$ cat src/rtl/pla_out_toggle_monitor.sv
// Windowed per-bit toggle counter on the registered PLA output vector (v27.0..v27.5).
// Define PLA_TOG_HAMMING_EN to add rpt_ham, the saturating total of toggled bits per window.
module pla_out_toggle_monitor #(
    parameter int unsigned OUT_W   = 6,
    parameter int unsigned WIN_LEN = 256,
    parameter int unsigned CNT_W   = 9
) (
    input  logic                   clk,
    input  logic                   rst_n,
    input  logic                   in_valid,
    input  logic [OUT_W-1:0]       in_data,
    output logic                   in_ready,
    output logic                   rpt_valid,
    input  logic                   rpt_ready,
    output logic [OUT_W*CNT_W-1:0] rpt_cnt,
    output logic [7:0]             rpt_win_id
`ifdef PLA_TOG_HAMMING_EN
    ,
    output logic [CNT_W+2:0]       rpt_ham
`endif
);

    localparam int unsigned SMP_W = $clog2(WIN_LEN + 1);

    typedef enum logic [1:0] {
        S_PRIME  = 2'd0,
        S_ACCUM  = 2'd1,
        S_REPORT = 2'd2
    } state_t;

    state_t                 state_q, state_d;
    logic [OUT_W-1:0]       prev_q;
    logic [OUT_W-1:0]       tog;
    logic [SMP_W-1:0]       smp_q;
    logic [CNT_W-1:0]       cnt_q  [OUT_W];
    logic [CNT_W-1:0]       cnt_nx [OUT_W];
    logic [OUT_W*CNT_W-1:0] cnt_flat_nx;
    logic                   take;
    logic                   last_smp;
    logic                   prime_ld;
    logic                   acc_en;
    logic                   win_close;
    logic                   rpt_ack;

    // Ready is withheld while a report is pending and while reset is asserted.
    assign in_ready = rst_n & (state_q != S_REPORT);
    assign take     = in_valid & in_ready;
    assign last_smp = (smp_q == SMP_W'(WIN_LEN - 1));
    assign tog      = in_data ^ prev_q;

    always_ff @(posedge clk or negedge rst_n) begin
        if (!rst_n) begin
            state_q <= S_PRIME;
        end else begin
            state_q <= state_d;
        end
    end

    always_comb begin
        state_d   = state_q;
        prime_ld  = 1'b0;
        acc_en    = 1'b0;
        win_close = 1'b0;
        rpt_ack   = 1'b0;
        case (state_q)
            S_PRIME: begin
                if (take) begin
                    prime_ld = 1'b1;
                    state_d  = S_ACCUM;
                end
            end
            S_ACCUM: begin
                if (take) begin
                    acc_en = 1'b1;
                    if (last_smp) begin
                        win_close = 1'b1;
                        state_d   = S_REPORT;
                    end
                end
            end
            S_REPORT: begin
                if (rpt_valid && rpt_ready) begin
                    rpt_ack = 1'b1;
                    state_d = S_ACCUM;
                end
            end
            default: state_d = S_PRIME;
        endcase
    end

    // Saturating per-bit increment; the flat copy feeds the report register directly.
    always_comb begin
        cnt_nx      = cnt_q;
        cnt_flat_nx = '0;
        for (int i = 0; i < int'(OUT_W); i++) begin
            if (tog[i] && (cnt_q[i] != {CNT_W{1'b1}})) begin
                cnt_nx[i] = cnt_q[i] + CNT_W'(1);
            end
            cnt_flat_nx[i*CNT_W +: CNT_W] = cnt_nx[i];
        end
    end

    always_ff @(posedge clk or negedge rst_n) begin
        if (!rst_n) begin
            prev_q     <= '0;
            smp_q      <= '0;
            rpt_valid  <= 1'b0;
            rpt_cnt    <= '0;
            rpt_win_id <= '0;
            for (int i = 0; i < int'(OUT_W); i++) begin
                cnt_q[i] <= '0;
            end
        end else begin
            if (prime_ld) begin
                prev_q <= in_data;
            end
            if (acc_en) begin
                prev_q <= in_data;
                smp_q  <= smp_q + SMP_W'(1);
                for (int i = 0; i < int'(OUT_W); i++) begin
                    cnt_q[i] <= cnt_nx[i];
                end
            end
            if (win_close) begin
                rpt_valid <= 1'b1;
                rpt_cnt   <= cnt_flat_nx;
            end
            // prev_q survives the report so boundary toggles land in the next window.
            if (rpt_ack) begin
                rpt_valid  <= 1'b0;
                smp_q      <= '0;
                rpt_win_id <= rpt_win_id + 8'd1;
                for (int i = 0; i < int'(OUT_W); i++) begin
                    cnt_q[i] <= '0;
                end
            end
        end
    end

`ifdef PLA_TOG_HAMMING_EN
    localparam int unsigned HAM_W  = CNT_W + 3;
    localparam int unsigned HSUM_W = HAM_W + 1;
    localparam int unsigned POP_W  = $clog2(OUT_W + 1);

    logic [HAM_W-1:0]  ham_q;
    logic [HAM_W-1:0]  ham_nx;
    logic [HSUM_W-1:0] ham_sum;
    logic [POP_W-1:0]  pop;

    // Popcount of this sample's toggles added into a saturating window total.
    always_comb begin
        pop = '0;
        for (int i = 0; i < int'(OUT_W); i++) begin
            pop = pop + POP_W'(tog[i]);
        end
        ham_sum = {1'b0, ham_q} + HSUM_W'(pop);
        ham_nx  = ham_sum[HAM_W] ? {HAM_W{1'b1}} : ham_sum[HAM_W-1:0];
    end

    always_ff @(posedge clk or negedge rst_n) begin
        if (!rst_n) begin
            ham_q   <= '0;
            rpt_ham <= '0;
        end else begin
            if (acc_en) begin
                ham_q <= ham_nx;
            end
            if (win_close) begin
                rpt_ham <= ham_nx;
            end
            if (rpt_ack) begin
                ham_q <= '0;
            end
        end
    end
`endif

endmodule
$ cat config.mk
export PLATFORM = sky130hd
export DESIGN_NAME = pla_out_toggle_monitor
export DESIGN_NICKNAME = d
export VERILOG_FILES = /design/src/rtl/pla_out_toggle_monitor.sv
export SDC_FILE = /design/constraint.sdc
export NUM_CORES = 1
export LEC_CHECK = 0
export CAP_MARGIN = 20
export CORE_MARGIN = 8
export CORE_UTILIZATION = 54
export DETAILED_ROUTE_END_ITERATION = 8
export GPL_TIMING_DRIVEN = 0
export HOLD_SLACK_MARGIN = 0.06
export PLACE_DENSITY = 0.78
export SKIP_CTS_REPAIR_TIMING = 1
export SYNTH_ARGS = -nofsm -noshare
export SYNTH_HDL_FRONTEND = slang
export SYNTH_SLANG_ARGS = --single-unit
$ cat constraint.sdc
create_clock -name clk -period 2.35 [get_ports clk]
set_input_delay 0.47 -clock clk [delete_from_list [all_inputs] [get_ports clk]]
set_output_delay 0.47 -clock clk [all_outputs]
set_load 0.05 [all_outputs]
* After elaboration in Yosys (flattened, before gate mapping)
Index checks and enable logic that the tools add are counted.
** Storage, ports and cells
- Bits in registers :: 134
- Bits in latches :: 0
- RAM bits :: 0
- Bits in read-only memories :: 0
- Output and inout bits :: 64
- Logic and storage cells :: 76
- Memories :: 0
** Operators by class
- Add/sub/neg operators :: 8
- $mul :: 0
- Div/mod/pow operators :: 0
- Magnitude comparators :: 0
- Eq/ne operators :: 14
- Shifts and indexed selects :: 0
- Multiplexer cells :: 27
- Bitwise operators :: 3
- Reduce and logical (&&, ||, !) cells :: 12
** Operators with widths (count)
- 54-bit 2-to-1 mux :: 2
- 9-bit 2-to-1 mux :: 8
- 9-bit by 1-bit adder with 9-bit output (second input constant) :: 7
- 9-bit inequality test (second input constant) :: 6
- 6-bit 2-to-1 mux :: 2
- 1-bit 2-to-1 mux :: 10
- 2-bit inequality test (second input constant) :: 5
- 9-bit by 8-bit == test with 1-bit output (second input constant) :: 1
- 8-bit by 1-bit adder with 8-bit output (second input constant) :: 1
- 2-bit 2-to-1 mux :: 4
- 1-bit logical AND :: 7
- 2-bit one-hot mux with 3 select lines :: 1
- 2-bit nonzero test :: 3
- 6-bit bitwise XOR :: 1
- 4-bit AND reduction :: 1
- 1-bit AND :: 2
- 2-bit by 1-bit == test with 1-bit output (second input constant) :: 1
- 2-bit == test (second input constant) :: 1
- 2-bit zero test :: 1

* Depth between registers and ports, before layout
- Word-level depth :: 7
- Depth in mapped cells :: 10

* Worst setup path before layout
Ideal clock, no wire load.
- Path kind :: register to register
- Start :: register cnt_q[0] in the netlist's numbering
- End :: register cnt_q[5] in the netlist's numbering
- Arrival time :: 1.859 ns
- Slack :: 0.370 ns
- Stages on the path, launching flop included :: 9
- Buffers on the path :: 0
- Clock period less this slack :: 1.980 ns
- Path through :: dfrtp_1 > ha_1 > nand2_1 > nor3_1 > ha_1 > nand4b_1 > nor3_1 > o21ai_0 > a22o_1
** On the way
- Longest elaborated chain between the ends :: 5
- Elaborated cells on any way between the ends :: 6
- Those cells by class :: add/sub (1); eq/ne (1); mux (3); reduce/logical (1)
** RTL lines
- start, declared :: line 35 : logic [CNT_W-1:0] cnt_q [OUT_W];
- start signal, assigned by index :: line 121 : cnt_q[i] <= cnt_nx[i];
- branches (longest 2 deep; another with 9-bit by 1-bit adder with 9-bit output)
- 9-bit 2-to-1 mux (*) :: line 96 : if (tog[i] && (cnt_q[i] != {CNT_W{1'b1}})) begin
- 54-bit 2-to-1 mux (*) :: line 117 : if (acc_en) begin
- 54-bit 2-to-1 mux (*) :: line 129 : if (rpt_ack) begin
Mark *: on every way between the ends. The select of a mux whose other input is x is not followed.
A chain may end at the register's enable or synchronous reset.

* Worst setup path after layout
- Start :: register cnt_q[36] in the netlist's numbering
- End :: register cnt_q[41] in the netlist's numbering
The elaborated chain is that of the path after synthesis.

==> out/metrics.cfg <==
[run_status]
status=completed

[clock_tree]
cts_tree=yes
clock_path_buffers=2
h-tree-depth=4
path_clk_slew_ns=0.06
cts.sinks=134
cts_root_buffer=clkbuf_16
cts-buffers-inserted=17
clk_latency_ns=0.42

[worst_setup_path]
cp-start-kind=flop
cp_data_required_time_ns=2.65
end_kind=flop
cp.arrival_ns=2.58
cp_max_fo=5
crit_type=flop to flop

[synth]
synth.top_cells.by_area=dfrtp_1, xnor2_1, nor2_1
yosysMostFrequentCell=dfrtp_1
yosys.area_share.simple_pct=17.8
yosys_warnings=0
post_synth_xor_area_fraction_pct=9.36
synth-adder-area-share_pct=2.78
synth_compound_area_share_pct=14.4
synthesis.area_um2=6750
synth_edf_count=0
synth-main-ff-cell=dfrtp_1
synth_top_family_by_area=simple AND/OR/NAND/NOR gates
syn_area_per_cell_um2=10.2
ys_seq_elements=134
synthMuxAreaShare_pct=3.09
syn_nets=685
yosysSeqAreaShare_pct=49.7
synth_common_cells=dfrtp_1, nor2_1, a21oi_1, xnor2_1, nand2_1
synth_cell_types=42
synthArstFlopShare_pct=100
synthCells=660
synth_top_area_cell=dfrtp_1
yosys.area.top_type_share_pct=49.7

[drt]
drtIter0Drc=637
drc=0
vias_per_cell=5.90
totalWireLength_mm=17.4
route.vias.total=5564
dr.pass1.iters=6
wl_per_cell_um=18.5
ant_nets=0

[timing]
fin_crit_ns=2.28
timing.hold.ws_ns=0.0453
tightest_slew_ns=0.638
rsz0062_at_grt=yes
skew_ns=0.00965
setup_viol=0
slew_viol_final=0
fin_crit_sh_pct=97.1
hold_violations=0
fmax_ghz=0.438
layout_setup_ws_ns=0.0689
slew_headroom_pct=57.3

[pwr]
power_density_nw_per_um2=735
p_leak_nw=3.68
peakVddDrop_mv=0.365

[layout]
area_growth_pct=25.2
fillCellCount=940
design_area_um2=8460
fin_util_pct=68.1
fin_cells=943
drive_above_1_share_pct=13.7
diodes=0
nets=785

[floorplanning]
io_pins=74
core_um2=12400
die_area_um2=16300
die_height_um=128
die_w_um=128
initial_utilization_pct=54.4
num_rows=41

[grt]
grt_pass1_wl_mm=27.5
track_usage_pct=21.3
grt_max_degree=86
grt_pass1_vias=5580
grt.overflow.total=0
antenna_found_initial=0

[placed_design]
preCtsSetupSlack_ns=-0.492
dp_hpwl_mm=11.7
gp_congestion=0.896
dp_cells=906
port_buffers=73
dpl_cell_area_um2=7730

[hold_path]
holdCritPathClass=input port to async pin

[flow_run]
maxCapViolations=0

==> per-stage QoR <==
step,total power [mW],setup TNS (ns)
after floorplan,3.35,0
after global placement,3.59,-1217.89
after detailed placement,3.65,-38.16
after CTS,6.17,-1.64
after global routing,6.45,-0.0554
final,6.22,0
==> sequential cells by signal, indices dropped and copies added, names as in the netlist <==
register / flops
cnt_q: 54
rpt_cnt: 54
smp_q: 9
rpt_win_id: 8
prev_q: 6
state_q: 2
rpt_valid: 1
==> metal layers <==
layer / GRT usage, % / routed length (um) / vias to the layer above
met5: 0 / 0 / -
met2: 36.3 / 8570 / 239
met1: 25.2 / 6990 / 2715
met3: 4.83 / 1430 / 49
li1: - / - / 2561
met4: 9.51 / 429 / 0
==> critical path, stage by stage (launching register included) <==
cell and delay (ns):
dfrtp_1 0.44, ha_1 0.28, nand3_1 0.12, nor2_1 0.05, ha_1 0.25, nand4b_1 0.28
nor3_1 0.37, o21ai_0 0.17, a21o_1 0.21
==> path summary, 6_finish.rpt <==
| kind | startpoint | to | slack [ns] | cells after the start |
|---|---|---|---|---|
| setup reg to reg | cnt_q[36]$_DFFE_PN0P_ | cnt_q[41]$_DFFE_PN0P_ | 0.07 | 8 |
| hold reg to reg | rpt_win_id[7]$_DFFE_PN0P_ | rpt_win_id[7]$_DFFE_PN0P_ | 0.47 | 1 |
| hold / removal | rst_n | rpt_cnt[21]$_DFFE_PN0P_ | 0.05 | 2 |
| min in group clk | rpt_win_id[7]$_DFFE_PN0P_ | rpt_win_id[7]$_DFFE_PN0P_ | 0.47 | 1 |
| setup / recovery | cnt_q[36]$_DFFE_PN0P_ | cnt_q[41]$_DFFE_PN0P_ | 0.07 | 8 |
| max in group asynchronous | rst_n | rpt_cnt[5]$_DFFE_PN0P_ | 1.30 | 3 |
==> logic make-up (layout without fill, tap and decap cells) <==
kind of cell | Yosys count | after routing
xor+xnor | 67 | 67
mux | 20 | 20
compound gates | 159 | 159
flops | 134 | 134
simple gates | 224 | 224
buf+inv | 41 | 152
fa+ha+maj | 15 | 15
==> report_power, final <==
part	switching (mW)	internal [mW]	leakage [nW]
clock	0.923	1.61	0.279
combinational	0.558	0.403	1.57
sequential	0.236	2.49	1.83
total	1.72	4.50	3.68
==> layout make-up <==
type / count / area (um2) / share of cell area [%]
Clock inverter: 3 / 40.0 / 0.474
Tap cell: 172 / 215 / 2.55
Multi-Input combinational cell: 485 / 3240 / 38.3
Timing Repair Buffer: 81 / 871 / 10.3
Sequential cell: 134 / 3350 / 39.7
Inverter: 9 / 33.8 / 0.400
Buffer: 32 / 180 / 2.13
Clock buffer: 27 / 523 / 6.19
==> layout by cell type, fill, tap and decap left out, types with 16 or more instances in the layout <==
cell and count:
dfrtp_1 133, nand2_1 33, nor3_1 16, xor2_1 16, o21ai_0 26, a21oi_1 68, nand3_1 20, clkbuf_16 18
xnor2_1 45, clkdlybuf4s50_1 71, nor2_1 89, a31oi_1 21, buf_2 17
Power figures use the tool's default switching activity.
